===== src/rtl/router_rx_pkg.sv =====
// -----------------------------------------------------------------------------
// router_rx_pkg
// Shared definitions for the router channel receive sink.
//   - rx_state_e : parser FSM states (HDR -> [PAY] -> PAR)
//   - LEN_W / ADDR_W : header field widths
//   - header field slice positions and helpers to extract them
// Header byte layout: {len[5:0], addr[1:0]}
// -----------------------------------------------------------------------------
package router_rx_pkg;

  localparam int BYTE_W = 8;
  localparam int LEN_W  = 6;
  localparam int ADDR_W = 2;

  // Header field positions inside the first byte of a packet
  localparam int HDR_LEN_MSB  = 7;
  localparam int HDR_LEN_LSB  = 2;
  localparam int HDR_ADDR_MSB = 1;
  localparam int HDR_ADDR_LSB = 0;

  typedef enum logic [1:0] {
    HDR = 2'd0,
    PAY = 2'd1,
    PAR = 2'd2
  } rx_state_e;

  function automatic logic [LEN_W-1:0] hdr_len(input logic [BYTE_W-1:0] b);
    return b[HDR_LEN_MSB:HDR_LEN_LSB];
  endfunction

  function automatic logic [ADDR_W-1:0] hdr_addr(input logic [BYTE_W-1:0] b);
    return b[HDR_ADDR_MSB:HDR_ADDR_LSB];
  endfunction

endpackage


===== src/rtl/router_rx_sink_sat_cnt.sv =====
// -----------------------------------------------------------------------------
// router_rx_sat_cnt
// Saturating up-counter: increments by one on each cycle with i_inc high and
// sticks at all-ones instead of wrapping.
// Ports:
//   i_clk   in  1      clock, rising edge
//   i_rst_n in  1      asynchronous active-low reset (clears the count)
//   i_inc   in  1      increment enable
//   o_cnt   out CNT_W  current count
// -----------------------------------------------------------------------------
module router_rx_sat_cnt #(
  parameter int CNT_W = 16
) (
  input  logic             i_clk,
  input  logic             i_rst_n,
  input  logic             i_inc,
  output logic [CNT_W-1:0] o_cnt
);

  localparam logic [CNT_W-1:0] ONE = {{(CNT_W-1){1'b0}}, 1'b1};

  logic [CNT_W-1:0] r_cnt;

  always_ff @(posedge i_clk or negedge i_rst_n) begin
    if (!i_rst_n) begin
      r_cnt <= '0;
    end else if (i_inc && (r_cnt != '1)) begin
      r_cnt <= r_cnt + ONE;
    end
  end

  assign o_cnt = r_cnt;

endmodule


===== src/rtl/router_rx_sink.sv =====
// -----------------------------------------------------------------------------
// router_rx_sink
// Consumer for one output channel of the 1x3 router. Pulls bytes out of the
// router FIFO, parses {header, len payload bytes, parity byte}, checks parity
// and destination address, and forwards every byte with sop/eop framing to a
// local sink.
//
// Build option: define RX_STATS_EN to get live saturating pkt_cnt / err_cnt.
// Without it both counter ports are tied to zero.
//
// Ports:
//   clk         in  1      clock, rising edge
//   resetn      in  1      asynchronous active-low reset
//   vld_out     in  1      router channel FIFO non-empty
//   data_out    in  8      router read data, valid the cycle after read_enb
//   sink_ready  in  1      local sink can accept a byte
//   read_enb    out 1      FIFO read strobe to the router
//   byte_data   out 8      forwarded byte
//   byte_valid  out 1      byte_data valid
//   byte_sop    out 1      forwarded byte is the header
//   byte_eop    out 1      forwarded byte is the parity byte
//   pkt_done    out 1      one-cycle pulse after the parity byte
//   pkt_len     out 6      payload length of the last completed packet
//   parity_err  out 1      last packet had a parity mismatch
//   addr_err    out 1      last packet addr field != CHANNEL
//   pkt_cnt     out CNT_W  completed packets (RX_STATS_EN)
//   err_cnt     out CNT_W  packets with any error (RX_STATS_EN)
//   dbg_state   out 2      parser FSM state, for observation only
//
// Handshake: the router side is a read strobe -- read_enb is only raised when
// vld_out says the FIFO has data, and data_out carries that byte one cycle
// later. The sink side is valid/ready-like with one cycle of slack: read_enb
// is gated by sink_ready, so once sink_ready drops no new read is issued, but
// the byte already requested still appears (byte_valid=1) on the next cycle
// and the sink must take it. byte_valid is never withheld or repeated.
// -----------------------------------------------------------------------------
module router_rx_sink
  import router_rx_pkg::*;
#(
  parameter logic [ADDR_W-1:0] CHANNEL = 2'd0,
  parameter int                CNT_W   = 16
) (
  input  logic              clk,
  input  logic              resetn,
  input  logic              vld_out,
  input  logic [BYTE_W-1:0] data_out,
  input  logic              sink_ready,
  output logic              read_enb,
  output logic [BYTE_W-1:0] byte_data,
  output logic              byte_valid,
  output logic              byte_sop,
  output logic              byte_eop,
  output logic              pkt_done,
  output logic [LEN_W-1:0]  pkt_len,
  output logic              parity_err,
  output logic              addr_err,
  output logic [CNT_W-1:0]  pkt_cnt,
  output logic [CNT_W-1:0]  err_cnt,
  output logic [1:0]        dbg_state
);

  // ---------------------------------------------------------------------------
  // Parser state
  // ---------------------------------------------------------------------------
  rx_state_e         r_state;
  logic              r_cap_v;    // a byte read last cycle is on data_out now
  logic [LEN_W-1:0]  r_len;
  logic [LEN_W-1:0]  r_rem;      // payload bytes still to come
  logic [ADDR_W-1:0] r_addr;
  logic [BYTE_W-1:0] r_par_acc;  // running XOR of header + payload

  // Completion registers
  logic              r_pkt_done;
  logic [LEN_W-1:0]  r_pkt_len;
  logic              r_parity_err;
  logic              r_addr_err;

  logic              w_par_cap;
  logic              w_perr;
  logic              w_aerr;
  logic [LEN_W-1:0]  w_hdr_len;

  // Gating with resetn keeps the router FIFO untouched while in reset.
  assign read_enb   = resetn & vld_out & sink_ready;

  assign byte_data  = data_out;
  assign byte_valid = r_cap_v;
  assign byte_sop   = r_cap_v && (r_state == HDR);
  assign byte_eop   = r_cap_v && (r_state == PAR);

  assign w_hdr_len  = hdr_len(data_out);
  assign w_par_cap  = r_cap_v && (r_state == PAR);
  assign w_perr     = (r_par_acc != data_out);
  assign w_aerr     = (r_addr != CHANNEL);

  // ---------------------------------------------------------------------------
  // Capture tracking and parser FSM; the FSM only moves on capture cycles.
  // ---------------------------------------------------------------------------
  always_ff @(posedge clk or negedge resetn) begin
    if (!resetn) begin
      r_state   <= HDR;
      r_cap_v   <= 1'b0;
      r_len     <= '0;
      r_rem     <= '0;
      r_addr    <= '0;
      r_par_acc <= '0;
    end else begin
      r_cap_v <= read_enb;
      if (r_cap_v) begin
        case (r_state)
          HDR: begin
            r_len     <= w_hdr_len;
            r_addr    <= hdr_addr(data_out);
            r_par_acc <= data_out;
            r_rem     <= w_hdr_len;
            // A zero-length packet goes straight to its parity byte.
            r_state   <= (w_hdr_len != '0) ? PAY : PAR;
          end
          PAY: begin
            r_par_acc <= r_par_acc ^ data_out;
            r_rem     <= r_rem - 6'd1;
            if (r_rem == 6'd1) begin
              r_state <= PAR;
            end
          end
          PAR: begin
            // Next byte is the following header; no idle cycle needed.
            r_state <= HDR;
          end
          default: begin
            r_state <= HDR;
          end
        endcase
      end
    end
  end

  // ---------------------------------------------------------------------------
  // Completion status, registered on the cycle after the parity capture.
  // Error flags are held until the next packet completes.
  // ---------------------------------------------------------------------------
  always_ff @(posedge clk or negedge resetn) begin
    if (!resetn) begin
      r_pkt_done   <= 1'b0;
      r_pkt_len    <= '0;
      r_parity_err <= 1'b0;
      r_addr_err   <= 1'b0;
    end else begin
      r_pkt_done <= w_par_cap;
      if (w_par_cap) begin
        r_pkt_len    <= r_len;
        r_parity_err <= w_perr;
        r_addr_err   <= w_aerr;
      end
    end
  end

  assign pkt_done   = r_pkt_done;
  assign pkt_len    = r_pkt_len;
  assign parity_err = r_parity_err;
  assign addr_err   = r_addr_err;
  assign dbg_state  = r_state;

  // ---------------------------------------------------------------------------
  // Statistics. Counters step on the same edge that raises pkt_done, so the
  // new counts are visible alongside the pulse.
  // ---------------------------------------------------------------------------
`ifdef RX_STATS_EN
  router_rx_sat_cnt #(
    .CNT_W (CNT_W)
  ) u_pkt_cnt (
    .i_clk   (clk),
    .i_rst_n (resetn),
    .i_inc   (w_par_cap),
    .o_cnt   (pkt_cnt)
  );

  router_rx_sat_cnt #(
    .CNT_W (CNT_W)
  ) u_err_cnt (
    .i_clk   (clk),
    .i_rst_n (resetn),
    .i_inc   (w_par_cap && (w_perr || w_aerr)),
    .o_cnt   (err_cnt)
  );
`else
  assign pkt_cnt = '0;
  assign err_cnt = '0;
`endif

endmodule


===== config.mk =====
export PLATFORM = sky130hd
export DESIGN_NAME = router_rx_sink
export DESIGN_NICKNAME = d
export VERILOG_FILES = /design/src/rtl/router_rx_pkg.sv /design/src/rtl/router_rx_sink_sat_cnt.sv /design/src/rtl/router_rx_sink.sv
export SDC_FILE = /design/constraint.sdc
export NUM_CORES = 1
export LEC_CHECK = 0
export CORE_ASPECT_RATIO = 1.25
export CORE_MARGIN = 2
export CORE_UTILIZATION = 45
export CTS_BUF_LIST = sky130_fd_sc_hd__clkbuf_16
export CTS_CLUSTER_DIAMETER = 200
export DETAILED_ROUTE_END_ITERATION = 10
export HOLD_SLACK_MARGIN = 0.1
export PLACE_DENSITY = 0.81
export SLEW_MARGIN = 30
export SYNTH_ARGS = -nofsm -noshare
export SYNTH_HDL_FRONTEND = slang
export SYNTH_SLANG_ARGS = --single-unit

===== constraint.sdc =====
create_clock -name clk -period 1.5 [get_ports clk]
set_input_delay 0.3 -clock clk [delete_from_list [all_inputs] [get_ports clk]]
set_output_delay 0.3 -clock clk [all_outputs]
set_load 0.05 [all_outputs]

# == Word level (Yosys, flattened, before mapping) ==
# Index checks and enable logic that the tools add are counted.
# op_classes
n_reduce_logical,9
n_mux,5
n_bitwise,3
eq_ne,5
addsub,1
# op_table
op,count
case mux 8 bit (2 select lines),1
case mux 6 bit (2 select lines),1
inequality test 8 bit,1
XOR 8 bit,1
"equality test 6 x 1 -> 1 bit, second input constant",1
AND reduction 2 bit,3
nonzero test 6 bit,1
"subtractor 6 x 1 -> 6 bit, second input constant",1
2-to-1 mux 2 bit,2
case mux 2 bit (2 select lines),1
nonzero test 2 bit,2
bitwise AND 1 bit,2
"equality test 2 x 1 -> 1 bit, second input constant",1
"equality test 2 bit, second input constant",1
logical AND 1 bit,2
logical NOT 2 bit,1
"inequality test 2 bit, second input constant",1
# totals
word_cells,33
in_bits,12
register_bits,34
out_inout_bits,55

# == Depth between registers and ports, before layout ==
# logic_depth
word_depth,3
ltp_mapped,6
depth_no_buf,6

# == Least setup slack after synthesis ==
# OpenSTA, ideal clock, no wires.
# synth_timing
path_type,flip-flop to flip-flop
from,"register r_state[0], in the netlist dbg_state[0]"
to,"register r_parity_err, in the netlist parity_err"
path_slack_ns,-0.345
required_ns,1.375
setup_ns,0.125
arrival_time_ns,1.720
period_less_slack_ns,1.845
path_stages_with_launch,5
n_path_buf,0
cell_sequence,dfrtp_1 nand3b_1 clkinv_1 o21ai_0 nand2_1
# synth_via
elab_chain_cells,2
# synth_rtl
item,line,rtl
from (decl),router_rx_sink.sv:65,rx_state_e r_state;
from (signal assigned),router_rx_sink.sv:117,r_state <= (w_hdr_len != '0) ? PAY : PAR;
equality test 2 bit,-,
logical AND 1 bit,-,
net byte_eop,router_rx_sink.sv:52,"output logic byte_eop,"
to (signal assigned),router_rx_sink.sv:152,r_parity_err <= w_perr;
to (decl),router_rx_sink.sv:75,logic r_parity_err;
# The timed path passes the listed nets, and every way through them passes these cells.
# A chain may end at the register's enable or synchronous reset.

# == Final worst setup path ==
# layout_timing
from,"register r_cap_v, in the netlist byte_valid"
to,output port byte_eop
# layout_via
elab_chain_cells,1
# layout_rtl
item,line,rtl
from (decl),router_rx_sink.sv:66,logic r_cap_v;
from (signal assigned),router_rx_sink.sv:108,r_cap_v <= read_enb;
logical AND 1 bit,router_rx_sink.sv:89,assign byte_eop = r_cap_v && (r_state == PAR);
to (decl),router_rx_sink.sv:52,
# No other way between the ends.

==> reports/summary.txt <==
Core area = 0.004066 sq mm
Synthesis-to-finish area growth = 42.83%
WL final = 4.623 mm
Clock Path Buffers = 2
CP Buf/Inv Count = 3
Row cnt = 26
I/O pin total = 67
Vias per std cell = 4.876
Number of global-route vias before repair = 1499
Slowest-stage cell, CP = dfrtp_2
Htree depth = 2
WHS = 0.4455 ns
First-pass GRT wire length = 7.293 mm
Die Wd = 61.88 um
VDD IR max = 0.0007792 V
Dpl hpwl = 3.086 mm
Final setup viols = 2
Main area contributors after synthesis = dfrtp_1 (45%), buf_4 (16%), nand2_1 (12%), o21ai_0 (3.7%), xnor2_1 (3.7%)
Initial antenna violation count = 0
Top cells by count, synth = nand2_1 (59), buf_4 (40), dfrtp_1 (34)
Worst Clk Skew = 0.003030 ns
Synth warnings = 0
Final #Nets = 279
Total leakage power = 1.315 nW
Num CTS Buffers = 5
RSZ-0062 raised after global routing = true
Fin crit period = 1.512 ns
Critical Path Fanout Max = 3
Vias = 1570
Max Cap Viol = 0
Clk sinks = 34
Post-synthesis cell type with the largest combined area = dfrtp_1
GRT Overall Usage = 0.2080
Cell Area, Synth = 0.001884 sq mm
Top Family by Delay on Critical Path = flip-flops
Die Y = 76.35 um
Status = finished, violations left
Post-placement cell area = 0.002472 sq mm
DP Worst Slack = -0.2197 ns
Drt initial violations = 55
Design Area, Final = 0.002691 sq mm
Final Non-Filler Cells = 322
Synth unique cells = 33
Final Core Density = 0.6618
Avg Synthesized Cell Area = 8.930 sq um
Fraction of layout cells with a size suffix above 1 = 0.2556
Total Power = 5.070 mW
Die Area = 0.004725 sq mm
Antenna Cells = 0
Count leader, synth = nand2_1
Worst hold path class = in2reg
Period Utilization, post-route = 1.008
Reg clk slew, reported paths = 0.05 ns
Critical Path AT = 1.21 ns
Global route overflow = 0
Final WS setup = -0.01217 ns
Violated checks = setup timing
Starting Density = 0.4634
# fillers = 299
Top cell type's share of synthesized area = 0.4515
Final Slew Violations = 0
Pin count of the biggest net entering global routing = 35
Setup TNS = -0.02403 ns
Ys async rst share = 1.000
Top_reg_cell synth = dfrtp_1
CTS Root Cell = clkbuf_16
#FFs+latches synth = 34
Setup crit start kind = flip-flop
Power density of the placed cells = 1884 mW/mm^2
Post-synth EDFFs = 0
Drt pass-1 iters = 4
Post-DRT Antenna Nets = 0
Max incr delay on CP = 0.43 ns
Residual DRC = 0
Crit Path Class = reg2out
CP Data Required Time = 1.20 ns
Post-DR wirelength/cell = 14.36 um
Clock latency at the later pin of the worst-skew pair = 0.28 ns
Crit-path cells = buf_6, nand3b_1, clkinv_2, buf_12
Synth Instances = 211
Sequential fraction of the synthesis area = 0.4515
RD Place Congestion = 0.8227
Crit end category = output port
Max Clk Rate = 0.6613 GHz
# port buffers = 34
Final hold vios = 0
Inst Count DP = 307
TritonCTS clock tree = built
[routing by layer]
layer,GRT usage,vias to the layer above,wire [um]
met5,0,-,0
met4,0.09574,0,140
met3,0.04924,16,305
met2,0.3326,76,2383
met1,0.2560,741,1793
li1,-,737,-
[worst register-to-register path, cell delays in order, from the launching register on]
cell and delay, ns:
dfrtp_2 0.45, inv_1 0.07, ha_1 0.21, inv_1 0.08
nor4_2 0.29, a21oi_1 0.11, o21ai_1 0.19
[repair_timing]
item                                    in CTS  in global routing
setup buffers                                6                  1
gates resized for setup                      3                  9
hold buffers                                 0                  0
cloned                                       0                  0
endpoints found under the setup margin       2                  5
pin swaps                                    1                  3
[where the power goes]
part,internal (mW),switching (mW)
sequential,1.32,0.368
clock,0.599,0.364
combinational,1.06,1.35
[cell families (layout without fill, tap and decap cells)]
logic type,count (synthesis),count (layout),synth area share
muxes,2,2,0.01062
and+or+nand+nor,79,79,0.1859
buffers and inverters,51,75,0.1839
DFF,34,34,0.4515
AOI/OAI and AO/OA,32,32,0.1062
other,1,32,0.001990
xor gates and xnor gates,10,10,0.04648
adders and majority gates,2,2,0.01328
[cell usage in the layout (no fill, tap or decap), drive strengths merged, types with 2 or more instances in the layout]
cell,n
o22ai,3
o21ai,15
nor2,3
xor2,2
buf,50
clkinv,3
xnor2,8
nand3,2
nand4,2
inv,6
dfrtp,34
nand2,59
clkdlybuf4s50,8
nand2b,2
a32o,6
dlymetal6s2s,3
ha,2
conb,32
a21oi,6
mux2i,2
clkbuf,5
nor3,4
[sequential cells by signal, indices dropped and copies added (netlist names)]
signal and count:
r_addr 2, r_par_acc 8, dbg_state 2, pkt_done 1, byte_valid 1, pkt_len 6
addr_err 1, parity_err 1, r_len 6, r_rem 6
[final timing paths]
check	start	endpoint	slack (ns)	cells after the start
worst max-delay path	byte_valid	byte_eop	-0.01	4
worst min-delay path	data_out[3]	r_len[1]	0.45	4
worst max register to register	r_rem[0]	r_rem[4]	0	6
worst min register to register	r_len[4]	pkt_len[4]	0.47	2
max in group asynchronous	resetn	dbg_state[0]	0.68	2
min in group asynchronous	resetn	pkt_done	0.48	2
[area by class of cell]
type | instances | area (sq um) | area share
clock inverters | 3 | 12.51 | 0.004649
clock buffers | 5 | 125.1 | 0.04649
repair buffers | 61 | 788.3 | 0.2929
flip-flops and latches | 34 | 855.8 | 0.3180
multi-input cells | 157 | 813.3 | 0.3022
inverters | 6 | 26.28 | 0.009763
well taps | 56 | 70.07 | 0.02603
(Power assumes the default switching activity.)
